==> config.mk <==
export PLATFORM = sky130hd
export DESIGN_NAME = prio_event_encoder
export DESIGN_NICKNAME = d
export VERILOG_FILES = /design/src/rtl/prio_event_encoder.sv
export SDC_FILE = /design/constraint.sdc
export NUM_CORES = 1
export LEC_CHECK = 0
export BUFFER_PORTS_ARGS = -buffer_cell sky130_fd_sc_hd__buf_2
export CAP_MARGIN = 15
export CORE_MARGIN = 1.5
export CORE_UTILIZATION = 50
export CTS_BUF_LIST = sky130_fd_sc_hd__clkbuf_8
export DETAILED_ROUTE_END_ITERATION = 16
export HOLD_SLACK_MARGIN = 0.05
export PLACE_DENSITY = 0.8
export SYNTH_ARGS = -nofsm -noshare
export SYNTH_HDL_FRONTEND = slang
export SYNTH_SLANG_ARGS = --single-unit
==> constraint.sdc <==
create_clock -name clk -period 2.15 [get_ports clk]
set_input_delay 0.645 -clock clk [delete_from_list [all_inputs] [get_ports clk]]
set_output_delay 0.645 -clock clk [all_outputs]
set_load 0.01 [all_outputs]
==> src/rtl/prio_event_encoder.sv <==
// Registered priority event encoder: sticky pending bitmap feeding a valid/ready output stage.
// Optional PRIO_ENC_MASK_EN adds mask_in to exclude lines from selection without dropping their events.
module prio_event_encoder #(
  parameter int WIDTH      = 8,
  parameter bit HIGH_FIRST = 1'b1,
  localparam int IDX_W     = $clog2(WIDTH)
) (
  input  logic             clk,
  input  logic             rst,
  input  logic [WIDTH-1:0] req_in,
  input  logic             clr_all,
  input  logic             out_ready,
`ifdef PRIO_ENC_MASK_EN
  input  logic [WIDTH-1:0] mask_in,
`endif
  output logic             out_valid,
  output logic [IDX_W-1:0] out_idx,
  output logic [WIDTH-1:0] pending,
  output logic             overflow
);

  // Handshake: an event transfers on any edge where out_valid && out_ready.
  // out_valid/out_idx are held until that transfer (or clr_all).
  // out_ready only steers next state; it never reaches an output combinationally.

  logic             pop;
  logic             load;
  logic             ovf_hit;
  logic             win_any;
  logic [IDX_W-1:0] win_idx;
  logic [WIDTH-1:0] clrbit;
  logic [WIDTH-1:0] pend_n;
  logic [WIDTH-1:0] elig;

  always_comb begin
    pop     = out_valid & out_ready & ~clr_all;
    clrbit  = pop ? (WIDTH'(1) << out_idx) : '0;
    pend_n  = clr_all ? req_in : ((pending & ~clrbit) | req_in);
    load    = ~out_valid | pop | clr_all;
    ovf_hit = |(req_in & pending & ~clrbit);
    // A load with a presented bit only happens on pop or clr_all, so the
    // presented bit never needs excluding from pend_n here.
`ifdef PRIO_ENC_MASK_EN
    elig    = pend_n & ~mask_in;
`else
    elig    = pend_n;
`endif
    win_any = |elig;
    win_idx = '0;
    if (HIGH_FIRST) begin
      for (int i = 0; i < WIDTH; i++) begin
        if (elig[i]) win_idx = IDX_W'(i);
      end
    end else begin
      for (int i = WIDTH - 1; i >= 0; i--) begin
        if (elig[i]) win_idx = IDX_W'(i);
      end
    end
  end

  always_ff @(posedge clk or posedge rst) begin
    if (rst) begin
      pending   <= '0;
      out_valid <= 1'b0;
      out_idx   <= '0;
      overflow  <= 1'b0;
    end else begin
      pending  <= pend_n;
      overflow <= clr_all ? 1'b0 : (overflow | ovf_hit);
      if (load) begin
        out_valid <= win_any;
        out_idx   <= win_any ? win_idx : '0;
      end
    end
  end

endmodule
==> implementation parameters <==
Parameter                              Value

Status
  Outcome    finished clean

Logic synthesis
  Async S/R FF share, synth    1.000
  Synthesized Nets    110
  Top post-synthesis cells by area    sky130_fd_sc_hd__dfrtp_1 (36%), sky130_fd_sc_hd__a21oi_1 (5.5%), sky130_fd_sc_hd__nor2_1 (3.7%)
  Part of the Yosys area used for sequential elements    0.3562
  Mean post-synth cell area    9.320 µm²
  Most frequent cells after synthesis    sky130_fd_sc_hd__dfrtp_1 (13), sky130_fd_sc_hd__a21oi_1 (10), sky130_fd_sc_hd__nor2_1 (9), sky130_fd_sc_hd__nand2_1 (8), sky130_fd_sc_hd__inv_1 (7)
  Most common flop cell mapped by yosys    sky130_fd_sc_hd__dfrtp_1
  Portion of synthesized cell area occupied by the leading cell type    0.3562
  Yosys top cell by area    sky130_fd_sc_hd__dfrtp_1
  Cell area after technology mapping    913.4 µm²
  Number of synthesized flops with an enable pin    0
  Flip-flop and latch count after synthesis    13
  Count of unique library cells instantiated by Yosys    44
  Ys Warns    0
  Count leader, synth    sky130_fd_sc_hd__dfrtp_1
  Cell count after synthesis    98

Setup path
  Slowest-stage cell, CP    sky130_fd_sc_hd__nand4bb_1
  Worst path arrival time    1960 ps
  Startpoint Class    input port
  Crit end category    flip-flop
  Required time reported for the critical path endpoint    2280 ps
  Peak fanout along the critical path    14
  Stage delay of the slowest cell on the critical path    310 ps
  Reg2reg path depth    5
  Source of the worst register-to-register timing path    out_idx[1]$_DFFE_PP0P_
  Capture point of the worst reg-to-reg path    out_idx[0]$_DFFE_PP0P_
  Minimum setup slack among reg-to-reg paths    350 ps
  Critical path class    in -> reg
  Cell Chain, Critical Path    buf_2 -> nand4bb_1 -> a21oi_1 -> o221ai_2 -> a31o_1 -> mux2_4

STA
  Total negative setup slack    0 ps
  Final-report setup violation count    0
  Worst Skew    1.588 ps
  Top achievable clock speed    0.5463 GHz
  Final Hold Violating Endpoints    0
  Minimum clock period after layout    1831 ps
  Actual slew at the worst max-slew pin    502.5 ps
  Share of the clock period used by the worst path after layout    0.8514
  RSZ-0062 raised after global routing    no
  Relative slew margins    0.6646
  Final Max Tran Viols    0

Detailed routing
  Antenna-violating nets left    0
  Iter 0 DRT Violations    45
  Total wire length    2129 µm
  # DRC    0
  Average via count per standard cell    5.682
  Via count of the routed design    841
  Drt first pass iters    4
  WL per Instance    roughly 14 µm

Placed design
  Placed wire-length estimate    1633 µm
  Standard cell area after detailed placement    between 0.001 and 0.0015 mm²
  Gp weighted congestion    a little over 0.8
  Number of input and output port buffers inserted    24

Pwr
  Static power due to leakage    0.4799 nW
  Pwr per Cell Area    ~600 mW/mm²
  Total Power Consumption    0.6639 mW
  Worst supply voltage drop on vdd    421.9 µV

Floorplanning
  FP Rows    15
  Initial core utilization    0.5290
  Die Y-Extent    45.74 µm
  CORE AREA    0.001727 mm²
  Die area    0.002092 mm²
  Die boundary width    45.74 µm
  Number of placed I/O pins    25

Global route
  Initial antenna violation count    0
  Remaining global-route overflow    0
  Pin count of the biggest net entering global routing    15
  Vias in the first global route    ~740
  Overall Global Routing Usage    0.2300
  Wire length of the first global-routing pass    3422 µm

Cells and area
  Number of nets in the finished design    136
  Fin area    0.001087 mm²
  Area used by multi-input combinational logic    524.3 µm²
  Number of antenna repair diodes    0
  Fill cells    around 150
  Synth-to-Final Area Change    19.04%
  Flip-flop and latch area    325.3 µm²
  Share of final-layout standard cells stronger than drive strength 1    0.3089

Clock tree
  Cell at the root of the clock tree    sky130_fd_sc_hd__clkbuf_8
  Deepest clock path buffer count    2
  Clock transition at the registers of the reported paths    50 ps
  Post-CTS setup buffer count    0
  TritonCTS clock tree    done
  Post-cts resize count    0
  Insertion delay to the later sink of the worst-skew pair    250 ps
  Clock buffers created by TritonCTS    3
  Hold Buf Count CTS    0
  Clock sink count    13
  # H-tree levels    1

Job
  Max-capacitance violation count    0

Min path
  HP Class    in -> async
==> worst max-delay path: cells and delay by family <==
family | cells | cell delay [ps]
mux | 1 | 250
simple gates | 1 | 310
compound gates | 3 | 580
buf+inv | 1 | 180
==> layout by cell type, fill, tap and decap left out, types with 3 or more instances in the layout <==
cell | synthesis | final
sky130_fd_sc_hd__buf_2 | 0 | 24
sky130_fd_sc_hd__dfrtp_1 | 13 | 13
sky130_fd_sc_hd__a21oi_1 | 10 | 10
sky130_fd_sc_hd__nor2_1 | 9 | 9
sky130_fd_sc_hd__inv_1 | 7 | 8
sky130_fd_sc_hd__nand2_1 | 8 | 8
sky130_fd_sc_hd__nor2b_1 | 4 | 4
sky130_fd_sc_hd__a31oi_1 | 3 | 3
sky130_fd_sc_hd__clkbuf_8 | 0 | 3
==> worst max-delay path by stage <==
stage	endpoint	slack, ps	start	cells past startpoint
after floorplan	out_idx[0]$_DFFE_PP0P_	370	req_in[5]	5
after global placement	out_idx[0]$_DFFE_PP0P_	90	clr_all	6
after detailed placement	out_idx[0]$_DFFE_PP0P_	70	clr_all	6
after CTS	out_idx[0]$_DFFE_PP0P_	320	clr_all	6
after global routing	out_idx[0]$_DFFE_PP0P_	220	clr_all	6
final	out_idx[0]$_DFFE_PP0P_	320	clr_all	6
==> routing by layer <==
layer / vias to the layer above / track usage / share of wire
met1: 397 / 0.2988 / 0.44
met2: 35 / 0.3690 / 0.49
met5: - / 0 / 0
met3: 5 / 0.04365 / 0.054
li1: 404 / - / -
met4: 0 / 0.1029 / 0.017
==> flip-flops by register name, indices dropped and copies added (netlist names) <==
register   count
out_valid      1
out_idx        3
overflow       1
pending        8
==> layout make-up <==
type                       instances  share of cell area
clock buffer                       3             0.03797
tap                               25             0.02877
clock inverter                     1            0.003452
timing repair buffer              25              0.1174
multi-input combinational         72              0.4822
inverter                           9             0.03107
sequential                        13              0.2992
==> metrics by stage <==
| stage | worst slack, ps | cells | util | hold slack (ps) |
|---|---|---|---|---|
| 4_1_cts | 319.1 | 148 | 0.6297 | 442.7 |
| 6_report | 319.5 | 148 | 0.6297 | 416.0 |
| 5_1_grt | 223.6 | 148 | 0.6297 | 487.8 |
| 3_5_place_dp | 69.36 | 144 | 0.6036 | 601.8 |
| 3_3_place_gp | 89.33 | 144 | 0.6036 | 597.7 |
| 2_1_floorplan | 369.2 | 98 | - | 522.0 |
==> report_power, final <==
part / internal, mW / switching, mW / total [mW]
Clock: 0.126 / 0.0920 / 0.218
Sequential: 0.262 / 0.0212 / 0.283
Combinational: 0.0746 / 0.0874 / 0.162
==> kinds of logic after synthesis <==
family,synth area share
multiplexers,0.01643
AND/OR/NAND/NOR,0.3000
AO/OA/AOI/OAI,0.2576
buffers and inverters,0.06985
flip-flops,0.3562
Note: power is estimated with default switching activity, not from simulation.
